**config.mk**
```make
export PLATFORM = sky130hd
export DESIGN_NAME = sumrest_display_decoder
export DESIGN_NICKNAME = d
export VERILOG_FILES = /design/src/rtl/sumrest_display_decoder.sv
export SDC_FILE = /design/constraint.sdc
export NUM_CORES = 1
export LEC_CHECK = 0
export ABC_AREA = 1
export CORE_UTILIZATION = 59
export CTS_BUF_LIST = sky130_fd_sc_hd__clkbuf_4
export CTS_CLUSTER_SIZE = 30
export DETAILED_ROUTE_END_ITERATION = 10
export PLACE_DENSITY = 0.92
export SYNTH_ARGS = -nofsm -noshare
export SYNTH_HDL_FRONTEND = slang
export SYNTH_SLANG_ARGS = --single-unit
```
**constraint.sdc**
```tcl
create_clock -name clk -period 4.1 [get_ports clk]
set_clock_uncertainty 0.05 [all_clocks]
set_input_delay 1.23 -clock clk [delete_from_list [all_inputs] [get_ports clk]]
set_output_delay 1.23 -clock clk [all_outputs]
set_load 0.01 [all_outputs]
```
**src/rtl/sumrest_display_decoder.sv**
```systemverilog
// sumrest_display_decoder
// Captures the 4-bit add/subtract unit result on a load strobe.
// Decodes it into a signed decimal value.
// Drives a 4-digit multiplexed common-anode 7-segment display (active-low).
module sumrest_display_decoder #(
  parameter int REFRESH_DIV = 50000
) (
  input  logic       clk,
  input  logic       rst,
  input  logic       load,
  input  logic [3:0] sumt,
  input  logic       ct,
  input  logic       sign,
  output logic [6:0] seg,
  output logic [3:0] an,
  output logic       neg
);

  // A one-cycle dwell still needs a 1-bit counter so the compare below stays legal.
  localparam int CNT_W = (REFRESH_DIV > 1) ? $clog2(REFRESH_DIV) : 1;
  localparam logic [CNT_W-1:0] CNT_LAST = CNT_W'(REFRESH_DIV - 1);

  localparam logic [6:0] SEG_BLANK = 7'b1111111;
  localparam logic [6:0] SEG_MINUS = 7'b0111111;
  localparam logic [6:0] SEG_ZERO  = 7'b1000000;

  // Capture registers
  logic [3:0]       r_sumt_q, r_sumt_d;
  logic             r_ct_q, r_ct_d;
  logic             r_sign_q, r_sign_d;

  // Scan state
  logic [CNT_W-1:0] cnt_q, cnt_d;
  logic [1:0]       idx_q, idx_d;

  // Registered display outputs
  logic [6:0]       seg_q, seg_d;
  logic [3:0]       an_q, an_d;
  logic             neg_q, neg_d;

  // Decode results
  logic [4:0]       mag;
  logic             negative;
  logic             show_minus;
  logic [1:0]       tens;
  logic [4:0]       tens_x10;
  logic [3:0]       ones;

  // Maps a decimal digit to its active-low {g,f,e,d,c,b,a} pattern.
  function automatic logic [6:0] seg_code(input logic [3:0] v);
    logic [6:0] s;
    case (v)
      4'd0:    s = 7'b1000000;
      4'd1:    s = 7'b1111001;
      4'd2:    s = 7'b0100100;
      4'd3:    s = 7'b0110000;
      4'd4:    s = 7'b0011001;
      4'd5:    s = 7'b0010010;
      4'd6:    s = 7'b0000010;
      4'd7:    s = 7'b1111000;
      4'd8:    s = 7'b0000000;
      4'd9:    s = 7'b0010000;
      default: s = 7'b1111111;
    endcase
    return s;
  endfunction

  // Capture the operation result on load; otherwise hold.
  always_comb begin
    r_sumt_d = r_sumt_q;
    r_ct_d   = r_ct_q;
    r_sign_d = r_sign_q;
    if (load) begin
      r_sumt_d = sumt;
      r_ct_d   = ct;
      r_sign_d = sign;
    end
  end

  // Refresh counter and digit index; the index steps on the counter wrap.
  always_comb begin
    cnt_d = cnt_q + 1'b1;
    idx_d = idx_q;
    if (cnt_q == CNT_LAST) begin
      cnt_d = '0;
      idx_d = idx_q + 2'd1;
    end
  end

  // Interpret the captured result as magnitude plus sign, then split it into decimal digits.
  always_comb begin
    mag      = {r_ct_q, r_sumt_q};
    negative = 1'b0;
    if (r_sign_q) begin
      if (r_ct_q) begin
        // No borrow: the difference is the raw 4-bit result.
        mag = {1'b0, r_sumt_q};
      end else begin
        // Borrow: the result is the two's complement of the magnitude.
        mag      = {1'b0, ~r_sumt_q + 4'd1};
        negative = 1'b1;
      end
    end
    // A borrow with a zero result wraps to magnitude 0, which never gets a minus.
    show_minus = negative && (mag != 5'd0);

    // The magnitude is at most 31, so the tens digit is found by range compares.
    if (mag >= 5'd30) begin
      tens     = 2'd3;
      tens_x10 = 5'd30;
    end else if (mag >= 5'd20) begin
      tens     = 2'd2;
      tens_x10 = 5'd20;
    end else if (mag >= 5'd10) begin
      tens     = 2'd1;
      tens_x10 = 5'd10;
    end else begin
      tens     = 2'd0;
      tens_x10 = 5'd0;
    end
    ones = 4'(mag - tens_x10);
  end

  // Select the anode and segment pattern for the digit currently being scanned.
  always_comb begin
    an_d  = 4'b1110;
    seg_d = SEG_BLANK;
    neg_d = show_minus;
    case (idx_q)
      2'd0: begin
        an_d  = 4'b1110;
        seg_d = seg_code(ones);
      end
      2'd1: begin
        an_d  = 4'b1101;
        seg_d = (tens == 2'd0) ? SEG_BLANK : seg_code({2'b00, tens});
      end
      2'd2: begin
        an_d  = 4'b1011;
        seg_d = SEG_BLANK;
      end
      default: begin
        an_d  = 4'b0111;
        seg_d = show_minus ? SEG_MINUS : SEG_BLANK;
      end
    endcase
  end

  // All state updates on the clock; reset aborts scan and capture immediately.
  always_ff @(posedge clk or posedge rst) begin
    if (rst) begin
      r_sumt_q <= 4'd0;
      r_ct_q   <= 1'b0;
      r_sign_q <= 1'b0;
      cnt_q    <= '0;
      idx_q    <= 2'd0;
      seg_q    <= SEG_ZERO;
      an_q     <= 4'b1110;
      neg_q    <= 1'b0;
    end else begin
      r_sumt_q <= r_sumt_d;
      r_ct_q   <= r_ct_d;
      r_sign_q <= r_sign_d;
      cnt_q    <= cnt_d;
      idx_q    <= idx_d;
      seg_q    <= seg_d;
      an_q     <= an_d;
      neg_q    <= neg_d;
    end
  end

  assign seg = seg_q;
  assign an  = an_q;
  assign neg = neg_q;

endmodule

```
==> out/results.txt <==
outcome - complete, no violations
Die Width - 61.7 microns
Slew Limit Fails - 0
# Post-CTS Setup Buffers - 0
worst hold path type - reg -> reg
Slew HR - 70.8%
Fillers - 279
Synth Register Bits - 36
ys flop type - dfrtp_1
CP Max Fanout - 9
Die Height - 61.7 microns
Die ar. - 0.00380 sq mm
via count - 1610
gr usage total - 22.9%
unrepaired setup endpoints after global routing - false
Pleak - 1.20 nW
CP Capture Type - register
wire per inst - 11.5 microns
Post-Place Setup Slack - 0.888 ns
dominant cell type by area after synthesis - dfrtp_1
Synth Warn # - 0
clk root buf - clkbuf_4
CP Class - reg -> reg
Unique masters post-synth - 33
Final Hold Viols - 0
Synth area leaders - dfrtp_1 38%, ha_1 9.5%, inv_1 7.2%, nand2_1 6.8%, dfstp_2 5.0%
PortBufs - 20
leading cell type by number of instances after synthesis - inv_1
dpl cells - 310
post-route minimum period - 3.22 ns
top post-synthesis cells by count - 40 x inv_1, 38 x nand2_1, 32 x dfrtp_1
post-synthesis sequential area ratio - 43.1%
PwrDens - 390 mW/mm^2
post-route ant nets - 0
FFs w/ async S/R, synth - 100%
Ports - 21
Worst Tran Pin Value - 0.438 ns
H-tree level count - 2
drt pass-1 iters - 4
maximum VDD drop - 0.216 mV
final setup violation count - 0
core area - 0.00336 sq mm
EDFF count, synth - 0
CTS Buf Count - 5
max_cap viols - 0
DRC - 0
share of cells above drive strength 1 - 16.2%
final cell utilization of the core - 71.7%
Rows - 21
vias in the first global route - 1390
Worst-path clk slew - 0.11 ns
synth-to-layout area growth - 14.8%
WL final - 3660 microns
Register Area - 906 sq um
Resized Gates After CTS - 0
initial antenna violation count - 0
Tcrit/Tclk final - 78.5%
RD Place Congestion - 0.792
FMAX - 0.311 GHz
fin worst setup slack - 0.882 ns
CTS tree - done
DR vias/cell - 5.06
final cell count without fillers - 318
Synth Cell Area - 0.00210 sq mm
crit path DAT - 3.40 ns
global route overflow - 0
Final #Nets - 297
CTS hold repair buffers - 0
drt first-iter violations - 60
worst-skew pair later-pin latency - 0.36 ns
CTS sink cnt - 36
Detailed Place HPWL - 2840 microns
Mean Syn Cell Area - 8.57 sq um
WP data required - 4.29 ns
largest net degree at the start of global routing - 37
initial core utilization - 62.4%
Synth Net Count - 271
area of the multi-input gates - 0.00101 sq mm
setup tns final - 0 ns
worst-case clock buffer depth - 2
first-pass GRT wire length - 6010 microns
top-area cell type share of the netlist area - 38.1%
# diodes - 0
CP Launch Type - register
Syn Inst Count - 245
[state kept, by name (all words and copies together) (netlist names)]
name and flops:
r_sumt_q 4, neg 1, cnt_q 16, seg 7, r_sign_q 1, idx_q 2, an 4, r_ct_q 1
[where the power goes]
group          switching (W)  total (W)  internal (W)
logic               0.000187   0.000341      0.000154
clock network       0.000117   0.000187     0.0000701
registers          0.0000142   0.000413      0.000398
total               0.000319   0.000941      0.000622
[layer usage]
metal  vias to the layer above  part of all wire [%]  track usage, %
li1                        829                     -               -
met1                       731                    48            30.1
met2                        44                    45            33.9
met3                         6                   5.0            9.45
met4                         0                   1.7            7.94
met5                         -                     0               0
[worst paths after layout]
kind | end | from | cells past startpoint | slack, ns
max | seg[0] | r_sumt_q[0] | 16 | 0.88
min | cnt_q[0] | cnt_q[0] | 1 | 0.43
max reg2reg | seg[0] | r_sumt_q[0] | 16 | 0.88
min reg2reg | cnt_q[0] | cnt_q[0] | 1 | 0.43
max in group asynchronous | an[2] | rst | 3 | 2.43
min in group asynchronous | cnt_q[1] | rst | 3 | 1.22
[critical path, stage by stage (launching register included)]
cell and delay, ns:
dfrtp_1 0.42, inv_1 0.22, ha_1 0.32, o21ai_4 0.23
nand3_2 0.09, nand2_2 0.09, nand2_2 0.06, nand2_4 0.08
nand2_4 0.06, ha_1 0.19, fa_1 0.62, inv_1 0.11
or2_2 0.29, o21ai_0 0.09, nand2_1 0.08, nand3_1 0.07
nand2_1 0.05
[per-stage QoR]
step                hold slack (ns)  power [W]  area, sq um
finish                        0.428   0.000941         2410
floorplan                     0.383   0.000647         2100
detailed placement            0.408   0.000763         2360
CTS                           0.424   0.000949         2410
global route                  0.459    0.00101         2410
global placement              0.398   0.000754         2360
[cell type report]
cell class	instances	area share (%)
clock buffer	6	1.87
multi-input combinational	161	42.0
sequential	36	37.6
clock inverter	2	0.312
inverter	46	7.27
timing repair buffer	21	8.62
tap	46	2.39
[logic make-up (layout without fill, tap and decap cells)]
kind of cell / count (synthesis) / after routing / synth area share (%)
AO/OA/AOI/OAI: 32 / 32 / 9.18
AND/OR/NAND/NOR: 106 / 106 / 25.6
XOR/XNOR: 6 / 6 / 2.86
buffers and inverters: 48 / 75 / 8.70
flip-flops: 36 / 36 / 43.1
adder cells (fa/ha/maj): 17 / 17 / 10.5
[layout by cell type, fill, tap and decap left out, types with 9 or more instances in the layout]
| cell type | instances |
|---|---|
| o21ai_0 | 14 |
| inv_1 | 40 |
| nor2_1 | 19 |
| nand2_2 | 9 |
| dfrtp_1 | 32 |
| a21oi_1 | 9 |
| nand3_1 | 15 |
| ha_1 | 16 |
| nand2_1 | 38 |
| clkdlybuf4s50_1 | 20 |
Power figures use the tool's default switching activity.
